**src/rtl/btn_pkg.sv**
```systemverilog
`default_nettype none
// ============================================================================
// Module   : btn_pkg
// Brief    : Shared push-button types and board timing constants.
// Revision : 1.0
// ============================================================================
package btn_pkg;

    localparam int CK_HZ       = 27_000_000;
    localparam int DEBOUNCE_MS = 10;

    typedef enum logic [1:0] {
        ST_UP      = 2'd0,
        ST_WAIT_DN = 2'd1,
        ST_DOWN    = 2'd2,
        ST_WAIT_UP = 2'd3
    } btn_state_t;

endpackage
`default_nettype wire

```
**src/rtl/sw_sync.sv**
```systemverilog
`default_nettype none
// ============================================================================
// Module   : sw_sync
// Brief    : Parameterised flop chain synchroniser for asynchronous inputs.
// Revision : 1.0
// ============================================================================
module sw_sync #(
    parameter int STAGES = 2
) (
    input  logic clk,
    input  logic rst_n,
    input  logic i_rst_val,
    input  logic i_d,
    output logic o_q
);

    logic [STAGES-1:0] r_chain;

    // Reset value is expected to be tied to a constant by the instantiating block.
    always_ff @(posedge clk or negedge rst_n) begin
        if (!rst_n) begin
            r_chain <= {STAGES{i_rst_val}};
        end else begin
            r_chain <= {r_chain[STAGES-2:0], i_d};
        end
    end

    assign o_q = r_chain[STAGES-1];

endmodule
`default_nettype wire

```
**src/rtl/button_debouncer.sv**
```systemverilog
`default_nettype none
// ============================================================================
// Module   : button_debouncer
// Brief    : Push-button synchroniser/debouncer with press, release and
//            long-press event pulses.
// Revision : 1.0
// ============================================================================
module button_debouncer
    import btn_pkg::*;
#(
    parameter int SYNC_STAGES     = 2,
    parameter int DEBOUNCE_CYCLES = CK_HZ / 1000 * DEBOUNCE_MS,
    parameter int LONG_CYCLES     = CK_HZ,
    parameter int ACTIVE_LOW      = 0
) (
    input  logic CK,
    input  logic RSTN,
    input  logic i_pin,
    output logic o_level,
    output logic o_press,
    output logic o_release,
    output logic o_long
);

    localparam int              c_dw        = $clog2(DEBOUNCE_CYCLES + 1);
    localparam int              c_hw        = $clog2(LONG_CYCLES + 1);
    localparam logic [c_dw-1:0] c_db_last   = c_dw'(DEBOUNCE_CYCLES - 1);
    localparam logic [c_hw-1:0] c_long_last = c_hw'(LONG_CYCLES - 1);
    localparam logic [c_hw-1:0] c_long_max  = c_hw'(LONG_CYCLES);
    localparam logic            c_inv       = (ACTIVE_LOW != 0);

    logic            w_sync;
    logic            w_s;
    btn_state_t      r_state;
    btn_state_t      w_state_nxt;
    logic            r_level;
    logic            r_press;
    logic            r_release;
    logic            r_long;
    logic [c_dw-1:0] r_dcnt;
    logic [c_hw-1:0] r_hcnt;
    logic            w_differs;
    logic            w_expire;
    logic            w_level_nxt;
    logic            w_press_nxt;
    logic            w_release_nxt;
    logic            w_long_nxt;

    // Chain resets to the pin's idle level so the synced value starts released.
    sw_sync #(
        .STAGES (SYNC_STAGES)
    ) u_sync (
        .clk       (CK),
        .rst_n     (RSTN),
        .i_rst_val (c_inv),
        .i_d       (i_pin),
        .o_q       (w_sync)
    );

    assign w_s       = w_sync ^ c_inv;
    assign w_differs = (w_s != r_level);
    assign w_expire  = w_differs && (r_dcnt == c_db_last);

    always_ff @(posedge CK or negedge RSTN) begin
        if (!RSTN) begin
            r_state <= ST_UP;
        end else begin
            r_state <= w_state_nxt;
        end
    end

    always_comb begin
        w_state_nxt   = r_state;
        w_level_nxt   = r_level;
        w_press_nxt   = 1'b0;
        w_release_nxt = 1'b0;
        case (r_state)
            ST_UP: begin
                if (w_expire) begin
                    w_state_nxt = ST_DOWN;
                    w_level_nxt = 1'b1;
                    w_press_nxt = 1'b1;
                end else if (w_s) begin
                    w_state_nxt = ST_WAIT_DN;
                end
            end
            ST_WAIT_DN: begin
                if (!w_s) begin
                    w_state_nxt = ST_UP;
                end else if (w_expire) begin
                    w_state_nxt = ST_DOWN;
                    w_level_nxt = 1'b1;
                    w_press_nxt = 1'b1;
                end
            end
            ST_DOWN: begin
                if (w_expire) begin
                    w_state_nxt   = ST_UP;
                    w_level_nxt   = 1'b0;
                    w_release_nxt = 1'b1;
                end else if (!w_s) begin
                    w_state_nxt = ST_WAIT_UP;
                end
            end
            ST_WAIT_UP: begin
                if (w_s) begin
                    w_state_nxt = ST_DOWN;
                end else if (w_expire) begin
                    w_state_nxt   = ST_UP;
                    w_level_nxt   = 1'b0;
                    w_release_nxt = 1'b1;
                end
            end
            default: begin
                w_state_nxt = ST_UP;
                w_level_nxt = 1'b0;
            end
        endcase
    end

    // A release accepted on the long-press cycle wins; the long pulse is dropped.
    assign w_long_nxt = r_level && (r_hcnt == c_long_last) && !w_release_nxt;

    always_ff @(posedge CK or negedge RSTN) begin
        if (!RSTN) begin
            r_level   <= 1'b0;
            r_press   <= 1'b0;
            r_release <= 1'b0;
            r_long    <= 1'b0;
            r_dcnt    <= '0;
            r_hcnt    <= '0;
        end else begin
            r_level   <= w_level_nxt;
            r_press   <= w_press_nxt;
            r_release <= w_release_nxt;
            r_long    <= w_long_nxt;

            if (!w_differs || w_expire) begin
                r_dcnt <= '0;
            end else begin
                r_dcnt <= r_dcnt + 1'b1;
            end

            if (!r_level) begin
                r_hcnt <= '0;
            end else if (r_hcnt != c_long_max) begin
                r_hcnt <= r_hcnt + 1'b1;
            end
        end
    end

    assign o_level   = r_level;
    assign o_press   = r_press;
    assign o_release = r_release;
    assign o_long    = r_long;

endmodule
`default_nettype wire

```
**config.mk**
```make
export PLATFORM = sky130hd
export DESIGN_NAME = button_debouncer
export DESIGN_NICKNAME = d
export VERILOG_FILES = /design/src/rtl/btn_pkg.sv /design/src/rtl/sw_sync.sv /design/src/rtl/button_debouncer.sv
export SDC_FILE = /design/constraint.sdc
export NUM_CORES = 1
export LEC_CHECK = 0
export ABC_CLOCK_PERIOD_IN_PS = 3400
export BUFFER_PORTS_ARGS = -buffer_cell sky130_fd_sc_hd__buf_2
export CORE_ASPECT_RATIO = 1.75
export CORE_MARGIN = 3
export CORE_UTILIZATION = 50
export DETAILED_ROUTE_END_ITERATION = 8
export PLACE_DENSITY_LB_ADDON = 0.08
export SETUP_SLACK_MARGIN = 0.1
export SLEW_MARGIN = 20
export SYNTH_ARGS = -nofsm -noshare
export SYNTH_HDL_FRONTEND = slang
export SYNTH_SLANG_ARGS = --single-unit
```
**constraint.sdc**
```tcl
create_clock -name CK -period 3.4 [get_ports CK]
set_input_delay 0.68 -clock CK [delete_from_list [all_inputs] [get_ports CK]]
set_output_delay 0.68 -clock CK [all_outputs]
set_load 0.01 [all_outputs]
```
Yosys cells after proc, flatten, opt, wreduce, memory -nomap -nowiden
Index checks and enable logic that the tools add are counted.
{"block": "totals", "regBits": 52, "input_bits": 3}
{"block": "classes", "mux": 22, "addsub": 2, "reduce_logical": 9, "n_eq_ne": 14}
{"op": "$mux W25", "count": 2}
{"op": "$add A25 B1 Y25 const B", "count": 1}
{"op": "$eq A25 B25 Y1 const B", "count": 1}
{"op": "$ne A25 B25 Y1 const B", "count": 1}
{"op": "$add A19 B1 Y19 const B", "count": 1}
{"op": "$eq A19 B19 Y1 const B", "count": 1}
{"op": "$mux W19", "count": 1}
{"op": "$mux W2", "count": 8}
{"op": "$pmux W2 S4", "count": 1}
{"op": "$mux W1", "count": 7}
{"op": "$ne A3 B2 Y1 const B", "count": 2}
{"op": "$ne A3 B3 Y1 const B", "count": 2}
{"op": "$eq A2 B2 Y1 const B", "count": 2}
{"op": "$ne A2 B1 Y1 const B", "count": 2}
{"op": "$pmux W1 S2", "count": 2}
{"op": "$pmux W1 S4", "count": 1}
{"op": "$reduce_and A4 Y1", "count": 1}
{"op": "$logic_and A1 B1 Y1", "count": 3}
{"op": "$eq A2 B1 Y1 const B", "count": 1}
{"op": "$logic_not A1 Y1", "count": 2}
{"op": "$logic_not A2 Y1", "count": 1}
{"op": "$ne A2 B2 Y1 const B", "count": 1}
{"op": "$reduce_and A2 Y1", "count": 1}
{"op": "$logic_or A1 B1 Y1", "count": 1}
{"op": "$ne A1 B1 Y1", "count": 1}

Depth between registers and ports, before layout
{"block": "depth", "ltp_word": 7, "ltp_mapped": 7}

Worst setup path after synthesis
OpenSTA, ideal clock, no wires.
{"block": "synth_timing", "kind": "register to register", "startpoint": "register r_dcnt[0]", "endpoint": "register r_dcnt[10]", "period_less_slack_ns": 1.759, "slack_ns": 1.641, "t_required_ns": 3.279, "arrival_ns": 1.637, "setup_time_ns": 0.121, "n_path_buf": 2, "path_stages_with_launch": 8, "path_cell_list": "dfrtp_1 > ha_1 > and4_1 > clkbuf_1 > nand2_1 > o21ai_2 > buf_2 > nor2_1"}
{"block": "synth_via", "elab_chain_len": 4}
{"item": "start: declaration", "line_no": "button_debouncer.sv:40", "source": "logic [c_dw-1:0] r_dcnt;"}
{"item": "start signal: assignment", "line_no": "button_debouncer.sv:141", "source": "r_dcnt <= r_dcnt + 1'b1;"}
{"item": "branches (longest 3 deep; another with $add A19 B1 Y19)"}
{"item": "$mux W19 (*)", "line_no": "button_debouncer.sv:138", "source": "if (!w_differs || w_expire) begin"}
Every way passes the cells marked *.
A chain may end at the register's enable or synchronous reset.

Worst setup path in the final report
{"block": "layout_timing", "startpoint": "register r_dcnt[0]", "endpoint": "register r_dcnt[4]"}
Same word-level chain as after synthesis.

==> impl_metrics.json <==
{
  "htreeDepth": 2,
  "tns_ns": 0,
  "hp-class": "flip-flop to flip-flop",
  "cp_slowest_cell": "o21ai_2",
  "clkTransAtPathRegs_ns": 0.09,
  "clk_latency_ns": 0.31,
  "synth_cells": 267,
  "chipWidth_um": 60.76,
  "tightestPinTransition_ns": 0.9152,
  "p_leak_uw": 0.001131,
  "final_common_cell": "dfrtp_1",
  "die-area_sq_um": 6187,
  "wirelength_um": 5052,
  "hold-worst-slack_ns": 0.3556,
  "routedWlPerCell_um": 15.45,
  "fin_nets": 278,
  "num_vias": 1952,
  "cp_data_arrival_time_ns": 2.27,
  "pwr-share-clk_pct": 40.3,
  "clock-sinks": 52,
  "synth-seq-cells": 52,
  "core.rowCount": 34,
  "gp_congestion": 0.7748,
  "drtPass1Iterations": 4,
  "ys.warnings.count": 0,
  "ys_types": 40,
  "rsz0062_at_grt": "no",
  "end_kind": "flip-flop",
  "min_period_ns": 2.108,
  "holdBufCountCts": 0,
  "final_cell_mix": "dfrtp_1 (52), nor2_1 (27), xor2_1 (21), nand4_1 (19), a21oi_1 (17)",
  "antenna_cells": 0,
  "synth_fp_nets": 273,
  "fmax_ghz": 0.4745,
  "pre_cts_slack_ns": 1.232,
  "critPathMaxFanout": 17,
  "drc": 0,
  "grt_first_pass_wirelength_um": 8859,
  "swShare_pct": 22.15,
  "grt_pass1_vias": 1940,
  "finalCritPeriodShare_pct": 61.99,
  "crit_chain": "ha_1, and4_1, nand2_1, o21ai_2, nor2_1",
  "antenna_found_initial": 0,
  "p_sw_uw": 242.4,
  "p_int_uw": 851.9,
  "min_from": "u_sync.r_chain[0]$_DFF_PN0_",
  "maxCapViolCount": 0,
  "postRouteAntennaNets": 0,
  "vias_per_cell": 5.969,
  "fill_cells": 450,
  "clockBufferDepth": 2,
  "grt_max_degree": 41,
  "start_util_pct": 52.27,
  "setup_viol": 0,
  "outcome": "completed",
  "cts_inserted_buffers": 5,
  "seqPwrFrac_pct": 57.3,
  "drive_above_1_share_pct": 9.524,
  "setup_slack_ns": 1.293,
  "post-cts-setup-buffers": 0,
  "post_cts_resized": 0,
  "die_h_um": 101.8,
  "comb_power_share_pct": 2.4,
  "slew_headroom_pct": 38.99,
  "synthArstFlopShare_pct": 100.0,
  "overflow": 0,
  "ys.flop_type": "dfrtp_1",
  "slowest_delay_ns": 0.60,
  "critPathLaunch": "r_dcnt[0]$_DFF_PN0_",
  "cp.required_ns": 3.56,
  "core_area_sq_um": 5020,
  "drv_slew": 0,
  "p_per_area_nw_per_um2": 389.9,
  "critPathLaunchType": "flip-flop",
  "cts_tree": "built",
  "synth-edff-count": 0,
  "grt_usage_pct": 18.76,
  "area_growth_syn_to_layout_pct": 6.962,
  "portBuffers": 6,
  "skew_ns": 0.01470,
  "clockRootBuffer": "clkbuf_8",
  "power_uw": 1094,
  "yosysSeqAreaShare_pct": 49.59,
  "path_class": "flip-flop to flip-flop",
  "ios": 7,
  "synth.avg_cell_area_sq_um": 9.827,
  "first_iter_violations": 119,
  "synth_area_sq_um": 2624,
  "regToRegStartpoint": "r_dcnt[0]$_DFF_PN0_",
  "hpwl_um": 3478,
  "hold_viol": 0,
  "peakVddDrop_uv": 297.6
}
==> cells by family (layout without fill, tap and decap cells) <==
kind of cell	after synthesis	after routing	synth area share, %
DFF	52	52	49.59
and+or+nand+nor	120	120	26.18
AOI/OAI and AO/OA	45	45	10.59
buffers and inverters	21	27	3.481
xor gates and xnor gates	25	25	8.345
adders and majority gates	3	3	1.431
muxes	1	1	0.3815
==> worst paths after layout <==
| kind | endpoint | slack, ns | depth (start not counted) |
|---|---|---|---|
| worst max-delay path | r_dcnt[4]$_DFF_PN0_ | 1.29 | 5 |
| worst min-delay path | u_sync.r_chain[1]$_DFF_PN0_ | 0.36 | 0 |
| worst max register to register | r_dcnt[4]$_DFF_PN0_ | 1.29 | 5 |
| worst min register to register | u_sync.r_chain[1]$_DFF_PN0_ | 0.36 | 0 |
| max in group asynchronous | r_dcnt[8]$_DFF_PN0_ | 2.23 | 2 |
| min in group asynchronous | r_hcnt[5]$_DFFE_PN0P_ | 0.50 | 1 |
==> synth_stat cells, types with 2 or more instances <==
cell | count | area, sq um
a21oi_1 | 17 | 85.08
clkbuf_1 | 5 | 18.77
a31o_2 | 2 | 17.52
o21ai_0 | 10 | 50.05
and4_1 | 7 | 61.31
and2_1 | 5 | 31.28
buf_4 | 2 | 15.01
o21a_1 | 2 | 15.01
nand4_1 | 19 | 118.9
xor2_1 | 21 | 183.9
nand3_1 | 9 | 45.04
or3_1 | 7 | 43.79
buf_2 | 4 | 20.02
or3_2 | 2 | 15.01
dfrtp_1 | 52 | 1301
nor3_1 | 3 | 15.01
nor4_1 | 2 | 12.51
nand2b_1 | 3 | 18.77
o31ai_1 | 9 | 67.56
xnor2_1 | 4 | 35.03
or4_1 | 6 | 45.04
inv_1 | 9 | 33.78
ha_1 | 3 | 37.54
and3_1 | 7 | 43.79
nor2_1 | 27 | 101.4
nand2_1 | 16 | 60.06
==> final cells by class <==
cell class | instances | area (sq um) | area share (%)
clock buffers | 5 | 68.82 | 2.452
clock inverters | 3 | 47.55 | 1.694
inverters | 10 | 37.54 | 1.337
multi-input cells | 194 | 1231 | 43.87
flip-flops and latches | 52 | 1301 | 46.37
well taps | 54 | 67.56 | 2.407
repair buffers | 9 | 52.55 | 1.872
==> sequential cells by signal, indices dropped and copies added (netlist names) <==
signal          cells
u_sync.r_chain      2
o_level             1
o_release           1
o_press             1
r_hcnt             25
o_long              1
r_dcnt             19
r_state             2
==> per-layer routing <==
layer	up-vias	track usage [%]	wire [um]	part of all wire (%)
met4	0	5.676	63	1.2
met5	-	0	0	0
li1	968	-	-	-
met3	6	2.655	64	1.3
met2	13	35.37	2843	56
met1	965	20.84	2080	41
==> per-stage QoR <==
step | utilization, % | instance area (sq um) | std cells
CTS | 55.91 | 2806 | 327
floorplan | - | 2624 | 267
finish | 55.91 | 2806 | 327
global placement | 53.59 | 2690 | 319
global route | 55.91 | 2806 | 327
detailed placement | 53.59 | 2690 | 319
==> power groups by stage <==
stage	logic, uW	clock network, uW	registers (uW)
2_1_floorplan	10.1	0	638
3_3_place_gp	27.6	0	639
3_5_place_dp	28.0	0	639
4_1_cts	28.1	453	627
5_1_grt	31.1	479	628
6_report	26.5	441	627
==> critical path, delay by kind of cell (launching register included) <==
family                   cells  cell delay [ns]
AO/OA/AOI/OAI                1             0.60
adder cells (fa/ha/maj)      1             0.21
flip-flops                   1             0.40
AND/OR/NAND/NOR              3             0.76
Note: power is estimated with default switching activity, not from simulation.
